[config.mk]
export PLATFORM = sky130hd
export DESIGN_NAME = regfile_write_arbiter
export DESIGN_NICKNAME = d
export VERILOG_FILES = /design/src/rtl/regfile_write_arbiter.sv
export SDC_FILE = /design/constraint.sdc
export NUM_CORES = 1
export LEC_CHECK = 0
export ABC_AREA = 1
export ABC_CLOCK_PERIOD_IN_PS = 2100
export BUFFER_PORTS_ARGS = -buffer_cell sky130_fd_sc_hd__buf_4
export CAP_MARGIN = 30
export CORE_AREA = 5 5 54 56
export CTS_CLUSTER_DIAMETER = 40
export DETAILED_ROUTE_END_ITERATION = 10
export DIE_AREA = 0 0 59 61
export GPL_ROUTABILITY_DRIVEN = 0
export PLACE_DENSITY = 0.72
export REMOVE_ABC_BUFFERS = 1
export SLEW_MARGIN = 20
export SYNTH_ARGS = -nofsm -noshare
export SYNTH_HDL_FRONTEND = slang
export SYNTH_SLANG_ARGS = --single-unit
[constraint.sdc]
create_clock -name clk -period 2.1 [get_ports clk]
set_input_delay 0.63 -clock clk [delete_from_list [all_inputs] [get_ports clk]]
set_output_delay 0.63 -clock clk [all_outputs]
set_load 0.03 [all_outputs]
[src/rtl/regfile_write_arbiter.sv]
`default_nettype none
// =============================================================================
// regfile_write_arbiter: round-robin arbiter for a single register-file write
// port. Optional lock bursts are enabled by defining REGFILE_ARB_LOCK_EN.
// Revision: 1.0
// =============================================================================
module regfile_write_arbiter #(
  parameter int NUM_REQ  = 2,
  parameter int DATA_W   = 8,
  parameter int ADDR_W   = 4,
  parameter int LOCK_MAX = 8
) (
  input  logic                      clk,
  input  logic                      rst_n,
  input  logic [NUM_REQ-1:0]        req_valid,
  output logic [NUM_REQ-1:0]        req_ready,
  input  logic [NUM_REQ*ADDR_W-1:0] req_addr,
  input  logic [NUM_REQ*DATA_W-1:0] req_data,
`ifdef REGFILE_ARB_LOCK_EN
  input  logic [NUM_REQ-1:0]        req_lock,
`endif
  output logic                      rf_we,
  output logic [ADDR_W-1:0]         rf_sel,
  output logic [DATA_W-1:0]         rf_data,
  output logic [1:0]                grant_id
);

  if (NUM_REQ < 2 || NUM_REQ > 4 || LOCK_MAX < 1) begin : g_param_check
    $error("regfile_write_arbiter: illegal NUM_REQ or LOCK_MAX");
  end

  logic [1:0]        r_last;
  logic              w_accept;
  logic [1:0]        w_idx;
  logic [ADDR_W-1:0] w_addr;
  logic [DATA_W-1:0] w_data;
  logic              w_locked;
  logic [1:0]        w_owner;

  function automatic int rr_idx(input logic [1:0] last, input int k);
    return (int'(last) + k) % NUM_REQ;
  endfunction

`ifdef REGFILE_ARB_LOCK_EN
  localparam int CNT_W = $clog2(LOCK_MAX + 1);

  typedef enum logic {
    UNLOCKED = 1'b0,
    LOCKED   = 1'b1
  } state_t;

  state_t           r_state, w_state_nx;
  logic [1:0]       r_owner, w_owner_nx;
  logic [CNT_W-1:0] r_count, w_count_nx;
  logic             w_lock;

  assign w_locked = (r_state == LOCKED);
  assign w_owner  = r_owner;
`else
  assign w_locked = 1'b0;
  assign w_owner  = 2'd0;
`endif

  // Search starts just after the last grant; while locked only the owner may win.
  always_comb begin
    req_ready = '0;
    w_accept  = 1'b0;
    w_idx     = 2'd0;
    w_addr    = '0;
    w_data    = '0;
`ifdef REGFILE_ARB_LOCK_EN
    w_lock    = 1'b0;
`endif
    for (int k = 1; k <= NUM_REQ; k++) begin
      if (!w_accept && req_valid[rr_idx(r_last, k)] &&
          (!w_locked || rr_idx(r_last, k) == int'(w_owner))) begin
        w_accept                      = 1'b1;
        w_idx                         = 2'(rr_idx(r_last, k));
        req_ready[rr_idx(r_last, k)]  = 1'b1;
        w_addr = req_addr[rr_idx(r_last, k)*ADDR_W +: ADDR_W];
        w_data = req_data[rr_idx(r_last, k)*DATA_W +: DATA_W];
`ifdef REGFILE_ARB_LOCK_EN
        w_lock = req_lock[rr_idx(r_last, k)];
`endif
      end
    end
  end

`ifdef REGFILE_ARB_LOCK_EN
  always_ff @(posedge clk or negedge rst_n) begin
    if (!rst_n) begin
      r_state <= UNLOCKED;
      r_owner <= 2'd0;
      r_count <= '0;
    end else begin
      r_state <= w_state_nx;
      r_owner <= w_owner_nx;
      r_count <= w_count_nx;
    end
  end

  // The beat that would reach LOCK_MAX releases the lock instead of counting.
  always_comb begin
    w_state_nx = r_state;
    w_owner_nx = r_owner;
    w_count_nx = r_count;
    if (w_accept) begin
      case (r_state)
        UNLOCKED: begin
          if (w_lock && LOCK_MAX > 1) begin
            w_state_nx = LOCKED;
            w_owner_nx = w_idx;
            w_count_nx = CNT_W'(1);
          end
        end
        LOCKED: begin
          if (w_lock && (int'(r_count) + 1 < LOCK_MAX)) begin
            w_count_nx = r_count + CNT_W'(1);
          end else begin
            w_state_nx = UNLOCKED;
            w_count_nx = '0;
          end
        end
        default: begin
          w_state_nx = UNLOCKED;
          w_count_nx = '0;
        end
      endcase
    end
  end
`endif

  // Register 0 is read-only: the beat is accepted but never written.
  always_ff @(posedge clk or negedge rst_n) begin
    if (!rst_n) begin
      rf_we    <= 1'b0;
      rf_sel   <= '0;
      rf_data  <= '0;
      grant_id <= 2'd0;
      r_last   <= 2'(NUM_REQ - 1);
    end else begin
      rf_we <= w_accept && (w_addr != '0);
      if (w_accept) begin
        rf_sel   <= w_addr;
        rf_data  <= w_data;
        grant_id <= w_idx;
        r_last   <= w_idx;
      end
    end
  end

endmodule
`default_nettype wire
==> metrics.md <==
| Metric | Value |
|---|---|
| Outcome | complete, no violations |
| Setup violations, final | 0 |
| Pins Over Slew Limit | 0 |
| Hold Vio Cnt, Final | 0 |
| Sink Count | 15 |
| Final clock skew | 3.29 ps |
| Critical Path RT | 1470 ps |
| Fraction of registers with async set/reset | 1.00 |
| Top post-synthesis cells by area | dfrtp_1 (34%), nand2_1 (30%), o21ai_0 (8.3%) |
| Synth top area share | 0.341 |
| Vias in the first global route | 1097 |
| Sw Ratio | 0.446 |
| Worst EP arrival | 1360 ps |
| Most common cell in the synthesized netlist | nand2_1 |
| Gr ovfl total | 0 |
| Period utilization | 0.946 |
| Starting density of the core | 0.431 |
| Avg Cell Area, Syn | 6.27 µm² |
| Clock transition at path regs | 100 ps |
| Final setup TNS | 0 ps |
| Vias | 1124 |
| Hold/Removal Path Class | input port to async pin |
| Hold_buf cts | 0 |
| Die footprint | 3600 µm² |
| Clk_lat worst skew | 280 ps |
| FF+latch count, synth | 15 |
| Overall die height | 61 µm |
| Pwr dens | 887 nW/µm² |
| Kind of critical path | register to output pin |
| Core ar. | 2390 µm² |
| Worst setup SP type | register |
| Sw Pwr | 0.547 mW |
| Num rows | 18 |
| Worst IR Drop VDD | 0.432 mV |
| Final Total Pwr | 1.23 mW |
| Yosys top cell by area | dfrtp_1 |
| First drt pass iteration count | 5 |
| First-pass GRT wire length | 4.46 mm |
| Drt wl/cell | 11.5 µm |
| Final net count | 235 |
| Minimum clock period | 1990 ps |
| CTS tree | done |
| Fill count | 239 |
| Max Cap Violations | 0 |
| CTS buffer count | 3 |
| RSZ-0062 raised after global routing | no |
| Layout cell share with drive strength beyond 1 | 0.272 |
| Warnings, synthesis | 0 |
| Post-DP HPWL | 2.05 mm |
| Post-synth top flop | dfrtp_1 |
| Root buffer cell | clkbuf_4 |
| Remaining DRCs | 0 |
| Number of flops mapped to enable cells by yosys | 0 |
| Fmax | 503 MHz |
| Clock Power Share | 0.141 |
| Depth of the CTS H-tree | 1 |
| Leakage Power | 0.793 nW |
| PortBufs | 43 |
| Die Wd | 59 µm |
| Combinational cell fraction of total power | 0.522 |
| Seq/Total Area, Yosys | 0.366 |
| All-Layer GR Usage | 0.158 |
| Cell area after synthesis | 1030 µm² |
| Slew HR | 0.614 |
| Final Util | 0.579 |
| Largest net degree at the start of global routing | 30 |
| Synth top cells by count | nand2_1 (83), o21ai_0 (17), nand3_1 (16) |
| Slew @ Worst Pin | 579 ps |
| Antenna Nets Post-Route | 0 |
| DRT iter0 DRCs | 20 |
| Clock Path Buffers | 2 |
| Mapped Cells | 164 |
| Pint | 0.678 mW |
| Total Routed Length | 2.71 mm |
| Routed vias/inst | 4.76 |
| Layout area overhead | 34.3% |
| Seq pwr share | 0.338 |
| Ports | 45 |
| Diodes inserted | 0 |
| Largest fanout on the critical path | 26 |
| Initial antenna violation count | 0 |
| Worst setup EP type | output pin |
| Library cells used by synthesis | 18 |
[cells in the final DEF, fill, tap and decap left out, types with 2 or more instances in the layout]
master,synthesis,layout
nand3_1,16,16
buf_4,1,45
nand2_2,2,2
inv_1,13,13
nor2_1,4,4
nand2_1,83,83
dfrtp_1,14,14
clkbuf_4,0,3
o21ai_0,17,16
[path summary, 6_finish.rpt]
check / start / endpoint / slack (ps) / cells past startpoint
min: rst_n / rf_sel[1] / 180 / 1
min in group clk: grant_id[0] / grant_id[0] / 480 / 2
max: r_last[0] / req_ready[0] / 110 / 4
min reg2reg: grant_id[0] / grant_id[0] / 480 / 2
max in group asynchronous: rst_n / r_last[0] / 1670 / 1
max reg2reg: r_last[0] / r_last[0] / 400 / 7
[repair_timing]
action	4_1_cts	5_1_grt
endpoints found under the setup margin	0	2
resized for setup	0	2
buffers inserted	0	0
[power by group through the flow]
stage	combinational [mW]	clock [mW]	sequential [mW]
5_1_grt	0.703	0.181	0.425
6_report	0.639	0.172	0.414
2_1_floorplan	0.216	0	0.589
3_5_place_dp	0.644	0	0.419
4_1_cts	0.645	0.171	0.414
3_3_place_gp	0.631	0	0.418
[metal layers]
metal | wire (µm) | vias up | global-route usage
met4 | 41 | 0 | 0.0518
met3 | 144 | 4 | 0.0128
met2 | 1410 | 32 | 0.303
li1 | - | 590 | -
met5 | 0 | - | 0
met1 | 1120 | 498 | 0.183
[critical path, stage by stage, from the launching register on]
cell and delay, ps:
dfstp_2 550, inv_2 40, buf_6 160, a21oi_1 150, buf_4 180
[state kept, by name, indices dropped and copies added, names as in the netlist]
signal and cells:
grant_id 1, r_last 1, rf_data 8, rf_we 1, rf_sel 4
[cell type report]
type / count / area, µm² / share of cell area
Sequential cell: 15 / 377 / 0.273
Multi-Input combinational cell: 127 / 539 / 0.390
Tap cell: 30 / 37.5 / 0.0272
Timing Repair Buffer: 46 / 349 / 0.253
Clock buffer: 4 / 26.3 / 0.0190
Inverter: 14 / 52.6 / 0.0380
[through the flow]
step,area [µm²],hold slack [ps],instances,setup WS (ps)
floorplan,968,334,156,-31.0
global placement,1350,466,232,236
detailed placement,1350,461,232,123
CTS,1380,190,236,38.9
global route,1380,189,236,51.5
finish,1380,179,236,113
[kinds of logic (layout without fill, tap and decap cells)]
logic type / Yosys count / in the layout / share of synthesized area
AND/OR/NAND/NOR: 107 / 107 / 0.425
AO/OA/AOI/OAI: 19 / 19 / 0.0961
flip-flops: 15 / 15 / 0.366
other: 1 / 1 / 0.00365
buffers and inverters: 22 / 64 / 0.109
Power figures use the tool's default switching activity.
